==> config.mk <==
export PLATFORM = sky130hd
export DESIGN_NAME = fetch_queue
export DESIGN_NICKNAME = d
export VERILOG_FILES = /design/src/rtl/riscv_pkg.sv /design/src/rtl/fetch_queue.sv
export SDC_FILE = /design/constraint.sdc
export NUM_CORES = 1
export LEC_CHECK = 0
export BUFFER_PORTS_ARGS = -buffer_cell sky130_fd_sc_hd__buf_2
export CORE_MARGIN = 2
export CORE_UTILIZATION = 62
export DETAILED_ROUTE_END_ITERATION = 7
export PLACE_DENSITY_LB_ADDON = 0.25
export SKIP_LAST_GASP = 1
export SYNTH_ARGS = -nofsm -noshare
export SYNTH_HDL_FRONTEND = slang
export SYNTH_SLANG_ARGS = --single-unit
==> constraint.sdc <==
create_clock -name clk_i -period 10.51 [get_ports clk_i]
set_clock_uncertainty 0.05 [all_clocks]
set_input_delay 0.5255 -clock clk_i [delete_from_list [all_inputs] [get_ports clk_i]]
set_output_delay 0.5255 -clock clk_i [all_outputs]
set_load 0.01 [all_outputs]
==> src/rtl/riscv_pkg.sv <==
// riscv_pkg: shared types for the front end; fetch_entry_t is one fetch queue entry {instr, pc}.
package riscv_pkg;
  typedef struct packed {
    logic [31:0] instr;
    logic [31:0] pc;
  } fetch_entry_t;
endpackage

==> src/rtl/fetch_queue.sv <==
// fetch_queue: in-order {instr,pc} queue between fetch and decode with almost-full and flush.
// Ports: clk_i/rstn_i (async active-low reset), flush_i drops all entries,
//        valid_i/instr_i/pc_i/ready_o push side, valid_o/instr_o/pc_o/ready_i pop side,
//        almost_full_o early stop for fetch, count_o occupancy.
// Macro FETCH_QUEUE_BYPASS_EN: when defined, an empty queue forwards valid_i/instr_i/pc_i
//        combinationally to decode; undefined (default) gives one-cycle latency.
module fetch_queue
  import riscv_pkg::*;
#(
  parameter int DEPTH        = 4,
  parameter int AFULL_MARGIN = 2
) (
  input  logic                     clk_i,
  input  logic                     rstn_i,
  input  logic                     flush_i,
  input  logic                     valid_i,
  input  logic [31:0]              instr_i,
  input  logic [31:0]              pc_i,
  output logic                     ready_o,
  output logic                     almost_full_o,
  output logic                     valid_o,
  output logic [31:0]              instr_o,
  output logic [31:0]              pc_o,
  input  logic                     ready_i,
  output logic [$clog2(DEPTH):0]   count_o
);
  localparam int AW    = $clog2(DEPTH);
  localparam int CW    = AW + 1;
  localparam int AF_TH = DEPTH - AFULL_MARGIN;

  if (DEPTH < 2 || (DEPTH & (DEPTH - 1)) != 0) begin : g_bad_depth
    $error("fetch_queue: DEPTH must be a power of two >= 2");
  end

  fetch_entry_t    r_mem [DEPTH];
  logic [CW-1:0]   r_rd_ptr, r_wr_ptr;
  logic            w_empty, w_full, w_fwd, w_push, w_pop;
  fetch_entry_t    w_head;

  assign w_empty = r_rd_ptr == r_wr_ptr;
  assign w_full  = (r_rd_ptr[AW-1:0] == r_wr_ptr[AW-1:0]) && (r_rd_ptr[AW] != r_wr_ptr[AW]);
  assign count_o = r_wr_ptr - r_rd_ptr;
  assign ready_o = !w_full;
  // A threshold of zero or below means almost_full is permanently asserted.
  assign almost_full_o = (AF_TH <= 0) ? 1'b1 : (count_o >= CW'(AF_TH));

`ifdef FETCH_QUEUE_BYPASS_EN
  assign w_fwd = w_empty & valid_i & !flush_i;
`else
  assign w_fwd = 1'b0;
`endif

  // A forwarded entry that decode takes this cycle never enters the array.
  assign w_push = valid_i & ready_o & !flush_i & !(w_fwd & ready_i);
  assign w_pop  = !w_empty & ready_i & !flush_i;

  assign w_head  = w_fwd ? fetch_entry_t'{instr: instr_i, pc: pc_i} : r_mem[r_rd_ptr[AW-1:0]];
  assign valid_o = !w_empty | w_fwd;
  assign instr_o = valid_o ? w_head.instr : '0;
  assign pc_o    = valid_o ? w_head.pc : '0;

  always_ff @(posedge clk_i or negedge rstn_i) begin
    if (!rstn_i) begin
      r_rd_ptr <= '0;
      r_wr_ptr <= '0;
    end else if (flush_i) begin
      r_rd_ptr <= '0;
      r_wr_ptr <= '0;
    end else begin
      if (w_push) r_wr_ptr <= r_wr_ptr + 1'b1;
      if (w_pop)  r_rd_ptr <= r_rd_ptr + 1'b1;
    end
  end

  always_ff @(posedge clk_i) begin
    if (w_push) r_mem[r_wr_ptr[AW-1:0]] <= fetch_entry_t'{instr: instr_i, pc: pc_i};
  end

  // Simulation checks; a push offered while full is a fetch protocol slip, reported but tolerated.
  always_ff @(posedge clk_i) begin
    if (rstn_i) begin
      assert (count_o <= CW'(DEPTH)) else $error("fetch_queue: count exceeds DEPTH");
      assert (!(w_pop && w_empty)) else $error("fetch_queue: pop while empty");
      assert (!(valid_i && !ready_o && !flush_i)) else $warning("fetch_queue: valid_i while full, entry dropped");
    end
  end
endmodule

==> impl_metrics.csv <==
group,metric,value,unit
status,outcome,"completed",
synth,yosysTopAreaCell,"edfxtp_1",
sta,rsz0062_at_grt,"no",
synth,synth_fa_ha_area_share,1.05,%
critical_path,crit_chain,"inv_1, ha_1, nand3_2, buf_4, and2_1, buf_2",
global_routing,grt_pass1_wl,29400,um
global_routing,grt_pass1_vias,5343,
power,clkPwrFrac,24.3,%
detailed_routing,drtIter0Drc,410,
floorplanning,dieHeight,133,um
power,internal-power,2.27,mW
sta,fin_setup_tns,0,ns
synth,syn_avg_cell_area,21.8,um2
clock_network,h-tree-depth,1,
global_routing,grt_start_max_net_pins,69,
clock_network,clk_pin_slew,0.06,ns
run,maxCapViolations,0,
clock_network,cts_num_sinks,262,
critical_path,cp_max_fo,68,
synth,synthSimpleGateAreaFrac,5.90,%
power,pwr_density_cell,279,mW/mm2
synth,synth_flop_cell,"edfxtp_1",
synth,synthCells,471,
global_routing,grt-ovfl-total,0,
clock_network,post_cts_buffers,0,
synth,synth_xor_xnor_area_share,0.243,%
placement,portBuffers,138,
sta,final-setup-viol-count,0,
sta,tightest_slew,1.12,ns
synth,synth_top_area_share,74.7,%
global_routing,antenna_found_initial,2,
critical_path,crit_cells,6,
global_routing,gr-usage-met1,29.6,%
critical_path,arrival,3.42,ns
floorplanning,die-area,0.0176,mm2
synth,synth_seq_area_share,76.2,%
critical_path,cp-start-kind,"register",
sta,drv_slew,0,
final_layout,area_delta_synth_final,15.3,%
min_path,min_delay_path_depth,1,
critical_path,critPathKind,"reg -> out",
synth,ys_types,37,
sta,slew_headroom,25.0,%
synth,synth_edf_count,256,
final_layout,drive_above_1_share,39.4,%
power,switchingPower,1.04,mW
floorplanning,start_util,62.7,%
critical_path,r2r_cells,5,
detailed_routing,vias_per_cell,5.81,
global_routing,use_met2,37.8,%
floorplanning,die_x,133,um
floorplanning,coreArea,0.0164,mm2
global_routing,globalRouteMet3Util,3.41,%
sta,post-route-period-util,38.0,%
floorplanning,io_pins,139,
clock_network,hold_buffers,1,
final_layout,final_nets,690,
critical_path,end_kind,"output pin",
synth,synth_most_common_cell,"edfxtp_1",
critical_path,crit_slowest_cell,"dfrtp_4",
synth,ys_async_sr_fraction,2.29,%
synth,synth_common_cells,"edfxtp_1 (256), and2_1 (64), mux4_2 (64)",
clock_network,cts_root_buf,"clkbuf_16",
synth,synth_compound_area_share,0.511,%
critical_path,crit_buf_inv,3,
min_path,hold_class,"in -> reg",
critical_path,cp.required,9.93,ns
clock_network,cts.repair.resized,0,
synth,synth.area.top_cells,"edfxtp_1 (75%), mux4_2 (14%), and2_1 (3.9%)",
synth,synthMuxAreaShare,14.1,%
detailed_routing,detail-route-antenna-nets,0,
critical_path,critPathMaxStageDelay,1.09,ns
clock_network,clk_path_buf_depth,3,
synth,synth_top_family_by_area,"multiplexers",
clock_network,insertion_delay,0.50,ns
detailed_routing,drc,0,
detailed_routing,wl_per_cell,22.0,um
sta,whs,0.187,ns
power,p_leak,4.06,nW
critical_path,critical-path-top-delay-family,"flip-flops",
clock_network,numCtsBuffers,24,
synth,synth_fp_nets,548,
power,switching_share,31.4,%
synth,ys_warn_count,0,
detailed_routing,dr_total_vias,4946,
detailed_routing,wl,18700,um
clock_network,cts_tree,"built",
placement,dpl.hpwl,10400,um
global_routing,grt_usage,21.9,%
sta,final_hold_viol_count,0,
global_routing,top_usage_layer,"met2",
sta,fmax,250,MHz
power,pwr-share-comb,34.8,%
power,seqPwrFrac,40.8,%
power,peakVddDrop,205,uV
synth,synth_area,0.0103,mm2
placement,finalWeightedCongestion,0.837,
floorplanning,rows,47,
synth,ys_ff_latch,262,
detailed_routing,first_pass_iters,4,
sta,period_needed,4.00,ns
stage by stage:
step | worst slack [ns] | cell area (um2) | cells | power (mW) | utilization, %
2_1_floorplan | 7.00 | 10300 | 471 | 2.15 | -
3_3_place_gp | 6.90 | 11100 | 806 | 2.52 | 67.8
3_5_place_dp | 6.87 | 11100 | 806 | 2.55 | 67.8
4_1_cts | 6.45 | 11900 | 849 | 3.36 | 72.3
5_1_grt | 6.21 | 11900 | 851 | 3.49 | 72.3
6_report | 6.51 | 11900 | 851 | 3.32 | 72.3
sequential cells by signal, indices dropped and copies added, names as in the netlist:
register  cells
r_mem       256
r_rd_ptr      3
r_wr_ptr      3
metal layers:
metal	part of all wire [%]	vias to the layer above	wire [um]
li1	-	2208	-
met3	4.5	31	845
met2	53	152	9850
met1	41	2555	7600
met4	2.1	0	391
met5	0	-	0
cell families (layout without fill, tap and decap cells):
logic type | count (synthesis) | count (layout)
compound gates | 7 | 7
xor+xnor | 2 | 2
fa+ha+maj | 8 | 8
buf+inv | 31 | 189
flops | 262 | 262
mux | 65 | 65
other cells | 0 | 2
simple gates | 96 | 96
cell usage in the layout, fill, tap and decap left out, types with 3 or more instances in the layout:
cell / n
edfxtp_1: 256
buf_2: 138
mux4_2: 64
and2_1: 64
clkbuf_16: 25
ha_1: 7
inv_1: 6
clkbuf_1: 5
nand2_1: 4
nand4b_1: 4
a31oi_1: 4
clkinv_1: 4
clkbuf_8: 4
clkinv_2: 4
dfrtp_1: 4
and3_4: 3
nand3_1: 3
worst paths after layout:
path | from | endpoint | slack, ns
max in group asynchronous | rstn_i | r_rd_ptr[1] | 9.89
min in group asynchronous | rstn_i | r_wr_ptr[1] | 0.35
setup / recovery | r_rd_ptr[1] | pc_o[15] | 6.51
setup reg to reg | r_rd_ptr[1] | r_mem[0][6] | 6.86
hold / removal | pc_i[2] | r_mem[0][2] | 0.19
hold reg to reg | r_rd_ptr[2] | r_rd_ptr[2] | 0.61
worst register-to-register path: cells and delay by family, from the launching register on:
family / cells / cell delay, ns
DFF: 1 / 1.09
and+or+nand+nor: 3 / 1.51
buffers and inverters: 1 / 0.19
adders and majority gates: 1 / 0.40
power by group through the flow:
stage / Combinational, mW / Clock, mW / Sequential, mW
3_5_place_dp: 1.17 / 0 / 1.38
3_3_place_gp: 1.15 / 0 / 1.37
2_1_floorplan: 0.858 / 0 / 1.29
5_1_grt: 1.26 / 0.860 / 1.37
6_report: 1.16 / 0.807 / 1.35
4_1_cts: 1.18 / 0.821 / 1.36
cell type report:
class / instances / area, um2
Tap cell: 220 / 275
Fill cell: 939 / 4540
Multi-Input combinational cell: 178 / 2270
Timing Repair Buffer: 141 / 716
Sequential cell: 262 / 7850
Clock inverter: 8 / 35.0
Clock buffer: 34 / 699
Inverter: 6 / 22.5
Antenna cell: 2 / 5.00
Note: power is estimated with default switching activity, not from simulation.
